**src/rtl/enemy_fire_ctrl.sv**
```systemverilog
// Shot scheduler for the enemy projectile mover: paces fire approvals by frame cooldowns,
// times out unused approvals, and counts launches per round until ammunition runs out.
module enemy_fire_ctrl #(
   parameter int unsigned COOLDOWN_FRAMES = 60,
   parameter int unsigned ARM_TIMEOUT     = 4,
   parameter int unsigned MAX_SHOTS       = 8,
   parameter logic [15:0] LFSR_SEED       = 16'hACE1
) (
   input  logic              clk,
   input  logic              resetN,
   input  logic              startOfFrame,
   input  logic              preGame,
   input  logic              shooting,
   output logic              fire,
   output logic              timer,
   output logic signed [4:0] randomValue,
   output logic [3:0]        shotsFired,
   output logic              ammoEmpty
);

   typedef enum logic [2:0] {
      IDLE_ST,
      COOLDOWN_ST,
      ARMED_ST,
      FLIGHT_ST,
      EMPTY_ST
   } state_e;

   localparam logic [7:0] CoolFrames = 8'(COOLDOWN_FRAMES);
   localparam logic [3:0] ArmFrames  = 4'(ARM_TIMEOUT);
   localparam logic [3:0] MaxShots   = 4'(MAX_SHOTS);

   state_e      state_q;
   logic [15:0] lfsr_q;
   logic [15:0] lfsr_d;
   logic        lfsr_fb;
   logic [7:0]  frame_cnt_q;
   logic [3:0]  arm_cnt_q;

   // An all-zero LFSR would lock up, so it is reseeded instead of shifted.
   always_comb begin
      lfsr_fb = lfsr_q[0] ^ lfsr_q[2] ^ lfsr_q[3] ^ lfsr_q[5];
      lfsr_d  = (lfsr_q == 16'h0000) ? LFSR_SEED : {lfsr_fb, lfsr_q[15:1]};
   end

   always_ff @(posedge clk) begin
      if (!resetN) begin
         state_q     <= IDLE_ST;
         lfsr_q      <= LFSR_SEED;
         frame_cnt_q <= 8'd0;
         arm_cnt_q   <= 4'd0;
         fire        <= 1'b0;
         timer       <= 1'b0;
         randomValue <= 5'sd0;
         shotsFired  <= 4'd0;
         ammoEmpty   <= 1'b0;
      end else begin
         lfsr_q <= lfsr_d;
         if (preGame) begin
            state_q    <= IDLE_ST;
            fire       <= 1'b0;
            timer      <= 1'b0;
            shotsFired <= 4'd0;
            ammoEmpty  <= 1'b0;
         end else begin
            case (state_q)
               IDLE_ST: begin
                  state_q     <= COOLDOWN_ST;
                  frame_cnt_q <= CoolFrames;
                  shotsFired  <= 4'd0;
                  fire        <= 1'b0;
                  timer       <= 1'b0;
               end
               COOLDOWN_ST: begin
                  if (startOfFrame) begin
                     if (frame_cnt_q <= 8'd1) begin
                        state_q     <= ARMED_ST;
                        randomValue <= {1'b0, lfsr_q[3:0]};
                        arm_cnt_q   <= ArmFrames;
                        fire        <= 1'b1;
                        timer       <= 1'b1;
                     end else begin
                        frame_cnt_q <= frame_cnt_q - 8'd1;
                     end
                  end
               end
               ARMED_ST: begin
                  // A launch seen on the timeout frame still counts as a launch.
                  if (shooting) begin
                     state_q <= FLIGHT_ST;
                     fire    <= 1'b0;
                     timer   <= 1'b0;
                     if (shotsFired < MaxShots) shotsFired <= shotsFired + 4'd1;
                  end else if (startOfFrame) begin
                     if (arm_cnt_q <= 4'd1) begin
                        state_q     <= COOLDOWN_ST;
                        frame_cnt_q <= CoolFrames;
                        arm_cnt_q   <= 4'd0;
                        fire        <= 1'b0;
                        timer       <= 1'b0;
                     end else begin
                        arm_cnt_q <= arm_cnt_q - 4'd1;
                     end
                  end
               end
               FLIGHT_ST: begin
                  if (!shooting) begin
                     if (shotsFired == MaxShots) begin
                        state_q   <= EMPTY_ST;
                        ammoEmpty <= 1'b1;
                     end else begin
                        state_q     <= COOLDOWN_ST;
                        frame_cnt_q <= CoolFrames;
                     end
                  end
               end
               EMPTY_ST: begin
                  ammoEmpty <= 1'b1;
                  fire      <= 1'b0;
                  timer     <= 1'b0;
               end
               default: begin
                  state_q <= IDLE_ST;
                  fire    <= 1'b0;
                  timer   <= 1'b0;
               end
            endcase
         end
      end
   end

endmodule

```
**config.mk**
```make
export PLATFORM = sky130hd
export DESIGN_NAME = enemy_fire_ctrl
export DESIGN_NICKNAME = d
export VERILOG_FILES = /design/src/rtl/enemy_fire_ctrl.sv
export SDC_FILE = /design/constraint.sdc
export NUM_CORES = 1
export LEC_CHECK = 0
export ABC_CLOCK_PERIOD_IN_PS = 5610
export CAP_MARGIN = 20
export CORE_UTILIZATION = 51
export CTS_CLUSTER_SIZE = 8
export DETAILED_ROUTE_END_ITERATION = 10
export GPL_TIMING_DRIVEN = 0
export PLACE_DENSITY = 0.78
export SYNTH_ARGS = -nofsm -noshare
export SYNTH_HDL_FRONTEND = slang
export SYNTH_SLANG_ARGS = --single-unit
export TNS_END_PERCENT = 1
```
**constraint.sdc**
```tcl
create_clock -name clk -period 5.61 [get_ports clk]
set_input_delay 0.8415 -clock clk [delete_from_list [all_inputs] [get_ports clk]]
set_output_delay 0.8415 -clock clk [all_outputs]
set_load 0.02 [all_outputs]
```
==> metrics.cfg <==
[synthesis]
synth_edf_count=0
postSynthCellCount=229
synthTopCellsByArea=dfxtp_1 42%, nor2_1 5.0%, ha_1 3.8%
syn_nets=240
async_flop_share_pct=0
synth_top_cell_area_share_pct=41.9
ys_ff_latch=41
syn-mean-instance-area_um2=8.56
syn-cell-area_um2=1960
yosysSeqAreaShare_pct=41.9
yosysWarnings=0
dominantRegCellSynth=dfxtp_1
yosys.cell_types.count=51
yosys.area.top_type=dfxtp_1

[timing]
final-max-slew-violation-count=0
fmax_mhz=447
finalCritPeriodShare_pct=39.9
setup_viol=0
worstMarginPinSlew_ns=0.504
hold_violations=0
period_minus_slack_ns=2.24
slew-limit-headroom_pct=66.3
rsz0062_at_grt=false
finalSetupTns_ns=0
skew_ns=0.00558

[layout]
area_delta_synth_final_pct=15.9
nets=261
final_common_cell=dfxtp_1
n_fill_cell=315
drive_gt1_share_pct=9.16
layout_common_cells=41 x dfxtp_1, 26 x nor2_1, 20 x nand2_1
diodes=0
final_cells=299

[die]
die_y_um=64.0
core_um2=3660
pin_count=17
dieArea_um2=4090
die_width_um=64.0
fp-row-count=22
start_util_pct=53.5

[clock_network]
cts_resized=0
post_cts_buffers=0
htreeDepth=2
cts_root_buf=clkbuf_8
postCtsHoldBufs=0
clkLatencyLatePin_ns=0.30
numCtsBuffers=5
cts_num_sinks=41
cts_buffer_depth=2
cts_tree=yes
clk_pin_slew_worst_paths_ns=0.08

[worst_setup_path]
r2r-end=frame_cnt_q[4]$_SDFFE_PN0P_
r2r_cells=7
critical_path_class=in2reg
worst_ep_arrival_time_ns=2.41
start_kind=primary input
required_ns=5.78
r2r_setup_slack_ns=3.50
endpoint_kind=register
timing.rr.start=state_q[2]$_SDFFE_PP0P_
critPathMaxFanout=8

[detailed_routing]
ant_nets=0
num_vias=1668
routed_wl_mm=3.83
drc=0
dr.pass1.iters=4
wl_per_cell_um=12.8
vias_per_cell=5.58
first_iter_violations=117

[pwr]
leakage_nw=0.815
finalPower_uw=637
peakVddDrop_uv=198
power_per_cell_area_nw_per_um2=281

[placed_design]
gp_congestion=0.873
portBuffers=14
dp_hpwl_mm=2.73
dpl.cell_count=291

[outcome]
run_status=finished, final reports clean

[global_routing]
grt_pass1_vias=1520
grt_start_max_net_pins=14
antenna_found_initial=0
track_usage_pct=21.3
grt_overflow=0
grt_first_pass_wirelength_mm=6.79

[hold_path]
min_path_type=reg2reg
hp-start=lfsr_q[6]$_SDFF_PP1_
hold_end=lfsr_q[5]$_SDFF_PP1_
hold_depth=1

[flow_run]
cap_violations=0

-- power by group --
part | internal, mW | switching (mW)
clock | 0.134 | 0.104
combinational | 0.0345 | 0.0497
sequential | 0.305 | 0.0110
total | 0.473 | 0.165
-- Yosys cell counts (3+ instances only) --
cell type / count
dfxtp_1: 41
nor2_1: 26
nand2_1: 20
a21oi_1: 14
inv_1: 11
nand2b_1: 11
nor3_1: 9
and2_1: 8
nand3_1: 7
clkbuf_1: 6
ha_1: 6
nor4_1: 6
a211oi_1: 3
a311oi_1: 3
a31oi_1: 3
buf_2: 3
o21a_1: 3
o31ai_1: 3
-- metal layers --
layer,GRT usage [%],vias to the layer above,wire [um]
met5,0,-,0
met3,5.36,5,100
met1,29.9,803,2010
met2,31.0,18,1690
met4,7.95,0,36
li1,-,842,-
-- cell type report --
cell class	count	area [um2]	share of cell area [%]
Sequential cell	41	821	36.1
Tap cell	48	60.1	2.64
Buffer	11	52.6	2.31
Timing Repair Buffer	14	140	6.17
Multi-Input combinational cell	166	1040	46.0
Clock inverter	2	38.8	1.71
Clock buffer	6	72.6	3.20
Inverter	11	41.3	1.82
-- kinds of logic (layout without fill, tap and decap cells) --
group	Yosys count	after routing	share of synthesized area, %
AO/OA/AOI/OAI	45	45	16.3
multiplexers	1	1	0.511
XOR/XNOR	4	4	1.79
adder cells (fa/ha/maj)	6	6	3.83
other	1	1	0.191
buffers and inverters	22	44	4.79
flip-flops	41	41	41.9
AND/OR/NAND/NOR	109	109	30.7
-- critical path: stages --
cell	delay, ns
clkdlybuf4s50_1	0.56
nor3b_2	0.48
and2b_1	0.27
nand4_1	0.11
nor3b_1	0.15
-- how the worst max path moves through the flow --
stage / cells after the start / slack (ns) / from / endpoint
final: 5 / 3.37 / startOfFrame / frame_cnt_q[4]$_SDFFE_PN0P_
after detailed placement: 5 / 3.05 / startOfFrame / frame_cnt_q[4]$_SDFFE_PN0P_
after floorplan: 5 / 3.27 / shooting / frame_cnt_q[3]$_SDFFE_PN0P_
after global routing: 5 / 3.22 / startOfFrame / frame_cnt_q[4]$_SDFFE_PN0P_
after CTS: 5 / 3.36 / startOfFrame / frame_cnt_q[4]$_SDFFE_PN0P_
after global placement: 5 / 3.05 / startOfFrame / frame_cnt_q[4]$_SDFFE_PN0P_
-- sequential cells by signal, summed over array words and instances, names as in the netlist --
register and cells:
ammoEmpty 1, arm_cnt_q 4, frame_cnt_q 8, lfsr_q 16, randomValue 4, shotsFired 4, state_q 3, timer 1
-- metrics by stage --
| step | hold slack [ns] | instance area, um2 | utilization [%] | setup slack, ns |
|---|---|---|---|---|
| 2_1_floorplan | 0.412 | 1960 | - | 3.27 |
| 3_3_place_gp | 0.417 | 2160 | 59.0 | 3.05 |
| 3_5_place_dp | 0.426 | 2160 | 59.0 | 3.05 |
| 4_1_cts | 0.442 | 2270 | 62.0 | 3.36 |
| 5_1_grt | 0.457 | 2270 | 62.0 | 3.22 |
| 6_report | 0.439 | 2270 | 62.0 | 3.37 |
No activity file was read; power rests on OpenSTA's default activity.
